[src/rtl/jzjpcc_pkg.sv]
// jzjpcc_pkg: shared types and constants for the jzjpcc pipeline.
//   rdSource_t : where the rd value comes from (ALU, MEMORY, PC_PLUS_4)
//   memState_t : memory-stage bus FSM states
//   LB..LHU    : funct3 load width/sign encodings
package jzjpcc_pkg;
  typedef enum logic [1:0] {ALU = 2'd0, MEMORY = 2'd1, PC_PLUS_4 = 2'd2} rdSource_t;
  typedef enum logic {IDLE = 1'b0, WAIT = 1'b1} memState_t;
  localparam logic [2:0] LB = 3'd0;
  localparam logic [2:0] LH = 3'd1;
  localparam logic [2:0] LW = 3'd2;
  localparam logic [2:0] LBU = 3'd4;
  localparam logic [2:0] LHU = 3'd5;
endpackage

[src/rtl/jzjpcc_load_extractor.sv]
// jzjpcc_load_extractor: selects and extends load data from a bus word.
//   readWord : word returned by the data bus
//   offset   : byte offset within the word (address[1:0])
//   funct3   : load width/sign; anything that is not a byte/halfword load reads the full word
//   rdValue  : extended value destined for rd
module jzjpcc_load_extractor
  import jzjpcc_pkg::*;
(
  input  logic [31:0] readWord,
  input  logic [1:0]  offset,
  input  logic [2:0]  funct3,
  output logic [31:0] rdValue
);
  logic [7:0] byteLane;
  logic [15:0] halfLane;
  always_comb begin
    byteLane = readWord[{offset, 3'b000} +: 8];
    halfLane = offset[1] ? readWord[31:16] : readWord[15:0];
    rdValue = funct3 == LB  ? {{24{byteLane[7]}}, byteLane} :
              funct3 == LBU ? {24'd0, byteLane} :
              funct3 == LH  ? {{16{halfLane[15]}}, halfLane} :
              funct3 == LHU ? {16'd0, halfLane} : readWord;
  end
endmodule

[src/rtl/jzjpcc_memory.sv]
// jzjpcc_memory: memory stage; runs loads/stores over a request/ready bus and registers rd results.
//   clock, reset (async, active-low)
//   execute side : inValid, aluResult, rdAddr, rdSource, rdWriteEnable, memoryWriteEnable,
//                  memDataToWrite, memByteMask, funct3 -> memoryStall
//   data bus     : dataAddress, dataWriteData, dataByteMask, dataWriteEnable, dataRequest <- dataReady, dataReadData
//   writeback    : wbRdAddr, wbRdWriteEnable, wbRdData, misalignedFault, busFault
module jzjpcc_memory
  import jzjpcc_pkg::*;
#(
  parameter int TIMEOUT_CYCLES = 255
) (
  input  logic        clock,
  input  logic        reset,
  input  logic        inValid,
  input  logic [31:0] aluResult,
  input  logic [4:0]  rdAddr,
  input  logic [1:0]  rdSource,
  input  logic        rdWriteEnable,
  input  logic        memoryWriteEnable,
  input  logic [31:0] memDataToWrite,
  input  logic [3:0]  memByteMask,
  input  logic [2:0]  funct3,
  output logic        memoryStall,
  output logic [29:0] dataAddress,
  output logic [31:0] dataWriteData,
  output logic [3:0]  dataByteMask,
  output logic        dataWriteEnable,
  output logic        dataRequest,
  input  logic        dataReady,
  input  logic [31:0] dataReadData,
  output logic [4:0]  wbRdAddr,
  output logic        wbRdWriteEnable,
  output logic [31:0] wbRdData,
  output logic        misalignedFault,
  output logic        busFault
);
  localparam logic [15:0] TIMEOUT = 16'(TIMEOUT_CYCLES);
  memState_t state, nextState;
  logic [15:0] waitCount;
  logic memOp, isLoad, isByte, isHalf, misaligned, access, timedOut, complete;
  logic [31:0] loadValue;
  jzjpcc_load_extractor extractor (
    .readWord(dataReadData),
    .offset(aluResult[1:0]),
    .funct3(funct3),
    .rdValue(loadValue)
  );
  always_comb begin
    memOp = inValid & (memoryWriteEnable | rdSource == MEMORY);
    isLoad = memOp & ~memoryWriteEnable;
    isByte = funct3 == LB | funct3 == LBU;
    isHalf = funct3 == LH | funct3 == LHU;
    misaligned = isLoad & (isHalf ? aluResult[0] : ~isByte & |aluResult[1:0]);
    // in WAIT the upstream inputs are frozen, so the access stays live without re-decoding
    access = state == WAIT | (memOp & ~misaligned);
    // ready on the final allowed cycle still wins over the abort
    timedOut = state == WAIT & waitCount == TIMEOUT & ~dataReady;
    complete = access & dataReady;
  end
  always_ff @(posedge clock or negedge reset)
    if (!reset) state <= IDLE;
    else state <= nextState;
  always_comb nextState = access & ~dataReady & ~timedOut ? WAIT : IDLE;
  always_comb begin
    // gating with reset drops the request the instant reset asserts, even mid-access
    dataRequest = reset & access & ~timedOut;
    memoryStall = reset & access & ~dataReady & ~timedOut;
    dataWriteEnable = dataRequest & memoryWriteEnable;
    dataAddress = aluResult[31:2];
    dataWriteData = memDataToWrite;
    dataByteMask = memByteMask;
  end
  always_ff @(posedge clock or negedge reset)
    if (!reset) begin
      waitCount <= '0;
      wbRdAddr <= '0;
      wbRdData <= '0;
      wbRdWriteEnable <= 1'b0;
      misalignedFault <= 1'b0;
      busFault <= 1'b0;
    end else begin
      waitCount <= state == WAIT && nextState == WAIT ? waitCount + 16'd1 : '0;
      wbRdAddr <= rdAddr;
      wbRdData <= isLoad ? loadValue : aluResult;
      // loads write back only on their completing cycle; stalled cycles become bubbles
      wbRdWriteEnable <= inValid & rdWriteEnable & ~memoryWriteEnable & (~isLoad | complete);
      misalignedFault <= misaligned & state == IDLE;
      busFault <= timedOut;
    end
endmodule

[config.mk]
export PLATFORM = sky130hd
export DESIGN_NAME = jzjpcc_memory
export DESIGN_NICKNAME = d
export VERILOG_FILES = /design/src/rtl/jzjpcc_pkg.sv /design/src/rtl/jzjpcc_load_extractor.sv /design/src/rtl/jzjpcc_memory.sv
export SDC_FILE = /design/constraint.sdc
export NUM_CORES = 1
export LEC_CHECK = 0
export CAP_MARGIN = 15
export CORE_MARGIN = 10
export CORE_UTILIZATION = 39
export CTS_CLUSTER_SIZE = 14
export DETAILED_ROUTE_END_ITERATION = 8
export PLACE_DENSITY = 0.87
export SETUP_SLACK_MARGIN = 0.1
export SKIP_LAST_GASP = 1
export SYNTH_ARGS = -nofsm -noshare
export SYNTH_HDL_FRONTEND = slang
export SYNTH_SLANG_ARGS = --single-unit
[constraint.sdc]
create_clock -name clock -period 4.4 [get_ports clock]
set_input_delay 0.44 -clock clock [delete_from_list [all_inputs] [get_ports clock]]
set_output_delay 0.44 -clock clock [all_outputs]
set_load 0.05 [all_outputs]
Yosys cells after proc, flatten, opt, wreduce, memory -nomap -nowiden. Cells that the tools add are included. W data, S select, Z words.

Register bits: 57. Logic and storage cells: 57.

Add/subtract/negate cells: 1. Equal/unequal tests: 5. Shift operators: 1. Multiplexer cells: 9. Bitwise operators: 31. Reductions and logical operators: 3.

Operators by type and width (number): $mux W32 (5); $mux W16 (2); $shiftx A32 B6 Y8 (1); $and A1 B1 Y1 (19); $add A16 B1 Y16 const B (1); $eq A16 B8 Y1 const B (1); $not A1 Y1 (7); $eq A3 B3 Y1 const B (2); $or A1 B1 Y1 (5); $eq A3 B1 Y1 const B (1); $logic_not A3 Y1 (1); $eq A2 B1 Y1 const B (1); $mux W1 (2); $reduce_or A2 Y1 (1); $logic_and A1 B1 Y1 (1).

Depth between registers and ports, before layout.
Word-level depth: 14. Depth in mapped cells: 7. Depth with buffers taken out: 5.

Hierarchy. From an unflattened synthesis, not the netlist that was laid out.

Cell total of the unflattened synthesis: 370. Area, all modules: 3806.2 um2.

Modules (own cells, without submodules): jzjpcc_memory (instances 1, cells an instance 243, area an instance 2875.3 um2, sequential area each 1426.4 um2); jzjpcc_load_extractor (instances 1, cells an instance 127, area an instance 930.9 um2, sequential area each 0.0 um2).

Worst setup path after synthesis. No wires, ideal clock.

Kind: input -> output. Start point: input aluResult[0]. End point: output memoryStall. Arrival time: 2.126 ns. Slack: 1.834 ns. Stages: 5. Path through: buf_2 > a21oi_1 > o2111ai_1 > o2bb2ai_1 > nor3_1.

Word-level cells in the longest chain between the ends: 10.

Ends and longest elaborated chain: start, declared (line jzjpcc_memory.sv:15) `input logic [31:0] aluResult,`; $reduce_or A2 Y1 (line jzjpcc_memory.sv:53) `misaligned = isLoad & (isHalf ? aluResult[0] : ~isByte & |aluResult[1:0]);`; $and A1 B1 Y1 (line jzjpcc_memory.sv:53); $mux W1 * (line jzjpcc_memory.sv:53); $and A1 B1 Y1 * (line jzjpcc_memory.sv:53); $not A1 Y1 * (line jzjpcc_memory.sv:55) `access = state == WAIT | (memOp & ~misaligned);`; $and A1 B1 Y1 * (line jzjpcc_memory.sv:55); $or A1 B1 Y1 * (line jzjpcc_memory.sv:55); $and A1 B1 Y1 * (3 in a row) (line jzjpcc_memory.sv:67) `memoryStall = reset & access & ~dataReady & ~timedOut;`; end, declared (line jzjpcc_memory.sv:23) `output logic memoryStall,`.

Every way passes the cells marked *; elsewhere a longest branch is shown, timed or not.

Worst setup path after layout.
Start point: register waitCount[0]. End point: output dataWriteEnable.

Word-level cells in the longest chain between the ends: 6.

Ends and longest elaborated chain: start, declared (line jzjpcc_memory.sv:39) `logic [15:0] waitCount;`; start signal, assigned (line jzjpcc_memory.sv:82) `waitCount <= state == WAIT && nextState == WAIT ? waitCount + 16'd1 : '0;`; $eq A16 B8 Y1 (line jzjpcc_memory.sv:57) `timedOut = state == WAIT & waitCount == TIMEOUT & ~dataReady;`; $and A1 B1 Y1 (2 in a row) (line jzjpcc_memory.sv:57); $not A1 Y1 (line jzjpcc_memory.sv:66) `dataRequest = reset & access & ~timedOut;`; $and A1 B1 Y1 (line jzjpcc_memory.sv:66); $and A1 B1 Y1 (line jzjpcc_memory.sv:68) `dataWriteEnable = dataRequest & memoryWriteEnable;`; end, declared (line jzjpcc_memory.sv:27) `output logic dataWriteEnable,`.

No other way between the ends.

==> run_results.csv <==
group,metric,value,unit
detailed_routing,drt-initial-drc-count,115,
clocking,postCtsSetupRepairBufs,0,
timing,fin_tns_setup,0,ns
timing,drv_slew,0,
clocking,cts_hold_buf,0,
placement,dp_hpwl,9.64,mm
clocking,clk_latency,0.33,ns
worst_setup_path,cp.required,3.96,ns
worst_setup_path,worst_r2r_path_depth,5,
synth,yosysMostFrequentCell,"buf_4",
synth,ys_warn_count,0,
timing,timing.fmax,298,MHz
cells_and_area,antenna_cells,0,
synth,synth_top_area_frac,0.422,
power_and_ir_drop,p_clk_frac,0.328,
synth,synth_nets,475,
grt,grt_pass1_vias,3178,
clocking,cts_made_buffers,9,
floorplanning,num_rows,33,
floorplanning,core_area,8340,sq um
detailed_routing,ant_nets,0,
grt,use_met1,0.175,
worst_setup_path,crit_path_end_kind,"primary output",
worst_setup_path,arrival,2.92,ns
floorplanning,fp.dieH,113,um
clocking,clkSlewWorstSetupHoldPaths,0.07,ns
floorplanning,die_w,113,um
power_and_ir_drop,comb_power_share,0.285,
cells_and_area,area_growth,38.3,%
worst_setup_path,r2r_end,"waitCount[13]$_DFF_PN0_",
detailed_routing,detail_route.wl_per_cell,21.5,um
cells_and_area,finalNonFillerCells,551,
synth,yosysTopAreaCell,"dfrtp_1",
detailed_routing,via_count,2890,
timing,final-hold-violation-count,0,
worst_setup_path,rrSetupSlack,2.22,ns
cells_and_area,final_nets,559,
detailed_routing,drc,0,
grt,track_usage,0.181,
synth,syn_area_per_cell,9.44,sq um
detailed_routing,firstDrtPassIters,4,
synth,async_reset_ff_frac,1.00,
detailed_routing,wirelength,11.9,mm
timing,rsz0062_at_grt,"false",
power_and_ir_drop,power,1.44,mW
synth,synth_area,3380,sq um
grt,grt_pass1_wl,18.5,mm
power_and_ir_drop,swShare,0.328,
grt,grt_busiest_layer,"met2",
synth,syn_inst,358,
clocking,cts.path.max_buffers,2,
clocking,htreeDepth,3,
synth,synth_top_cells_by_count,"buf_4, dfrtp_1, nor2_1, o21ai_0, a21oi_1",
job,cap_violations,0,
synth,synth-seq-cells,57,
placement,io_buffers,152,
worst_setup_path,cp_max_fo,5,
grt,grt.overflow.total,0,
run_status,status,"completed",
clocking,root_buffer,"clkbuf_8",
grt,grt_max_degree,35,
synth,synthTopCellsByArea,"dfrtp_1, buf_4, nor2_1, o21ai_0, mux4_2",
placement,post-place-cells,536,
grt,use_met2,0.336,
timing,fin_crit_sh,0.763,
timing,relSlewSlack,0.280,
worst_setup_path,cp-start-kind,"register",
worst_setup_path,critPathKind,"register to primary output",
power_and_ir_drop,seqPwrFrac,0.387,
synth,synthFlopType,"dfrtp_1",
detailed_routing,detail_route.vias_per_cell,5.25,
floorplanning,die_area,12800,sq um
clocking,cts.sinks,57,
grt,use_met3,0.0856,
min_path,hold_path_class,"input port to async pin",
power_and_ir_drop,power_density,308,nW/um^2
synth,ys_seq_area_frac,0.422,
power_and_ir_drop,switchingPower,0.473,mW
synth,synth_edf_count,0,
power_and_ir_drop,vdd_drop_max,0.000172,V
placement,gp_congestion,0.870,
clocking,cts-resized-gates,0,
timing,fin_skew,0.00497,ns
cells_and_area,drive_above_1_share,0.0830,
floorplanning,start_util,0.405,
clocking,cts_tree,"built",
timing,worst_pin_slew,1.08,ns
power_and_ir_drop,power.internal,0.969,mW
timing,setup_viol,0,
grt,antenna_found_initial,0,
power_and_ir_drop,p_leak,1.87,nW
timing,period_minus_slack,3.36,ns
worst_setup_path,rr_startpoint,"waitCount[0]$_DFF_PN0_",
synth,post_synth_num_cell_types,41,
floorplanning,io_pins,225,
power groups by stage:
stage	logic (mW)	registers, mW	clock network, mW
finish	0.411	0.557	0.473
global placement	0.407	0.567	0
global route	0.433	0.559	0.504
CTS	0.415	0.557	0.486
floorplan	0.240	0.650	0
detailed placement	0.413	0.567	0
kinds of logic after synthesis:
family | synth area share
and+or+nand+nor | 0.149
muxes | 0.0859
AOI/OAI and AO/OA | 0.123
DFF | 0.422
xor gates and xnor gates | 0.0337
buffers and inverters | 0.182
adders and majority gates | 0.00370
worst max-delay path by stage:
stage	end	cells after the start	start
2_1_floorplan	memoryStall	5	aluResult[0]
3_3_place_gp	memoryStall	6	aluResult[0]
3_5_place_dp	wbRdData[15]$_DFF_PN0_	5	aluResult[0]
4_1_cts	dataWriteEnable	5	waitCount[9]$_DFF_PN0_
5_1_grt	memoryStall	6	aluResult[0]
6_report	dataWriteEnable	6	waitCount[0]$_DFF_PN0_
metal layers:
metal / vias to the layer above / wire [um] / part of all wire
met3: 16 / 1250 / 0.11
li1: 1343 / - / -
met2: 153 / 6500 / 0.55
met1: 1378 / 3930 / 0.33
met4: 0 / 178 / 0.015
met5: - / 0 / 0
metrics by stage:
stage	hold WS (ns)	setup slack, ns	instance area [sq um]	utilization
final	0.166	1.04	4670	0.560
after global routing	0.218	0.798	4670	0.560
after CTS	0.189	0.995	4670	0.560
after detailed placement	0.500	0.994	4490	0.538
after global placement	0.475	1.10	4490	0.538
after floorplan	0.144	1.83	3380	-
flip-flops by register name, summed over array words and instances (netlist names):
name	cells
wbRdAddr	5
waitCount	16
busFault	1
misalignedFault	1
wbRdData	32
state	1
wbRdWriteEnable	1
critical path, cell delays in order, from the launching register on:
cell and delay [ns]:
dfrtp_1 0.40, ha_1 0.25, nand4_1 0.21, or4_4 0.60, o2bb2ai_1 0.30, nor2_1 0.11, clkdlybuf4s50_1 0.72
cell usage in the layout (no fill, tap or decap), types with 2 or more instances in the layout:
cell,instances
or4_1,2
nor2b_1,2
mux2i_1,11
nand2b_1,2
clkinv_2,3
clkdlybuf4s50_1,151
clkinvlp_4,2
o22ai_1,2
xnor2_1,11
and3_1,5
o21ai_0,27
nor2_1,52
or2_2,2
o21a_1,8
o2bb2ai_1,2
nand4_1,5
nand3_1,8
inv_1,7
a211oi_1,5
xor2_1,2
nor3_1,10
buf_4,5
nor4_1,3
clkbuf_8,9
mux4_2,6
nand2_1,6
dfrtp_1,57
nand3b_1,2
mux2_2,4
a21oi_1,22
area by class of cell:
| class | count | area, sq um |
|---|---|---|
| clock buffers | 9 | 124 |
| clock inverters | 6 | 60.1 |
| fillers | 748 | 3670 |
| inverters | 7 | 26.3 |
| multi-input cells | 210 | 1350 |
| flip-flops and latches | 57 | 1430 |
| well taps | 105 | 131 |
| repair buffers | 157 | 1550 |
(Power assumes the default switching activity.)
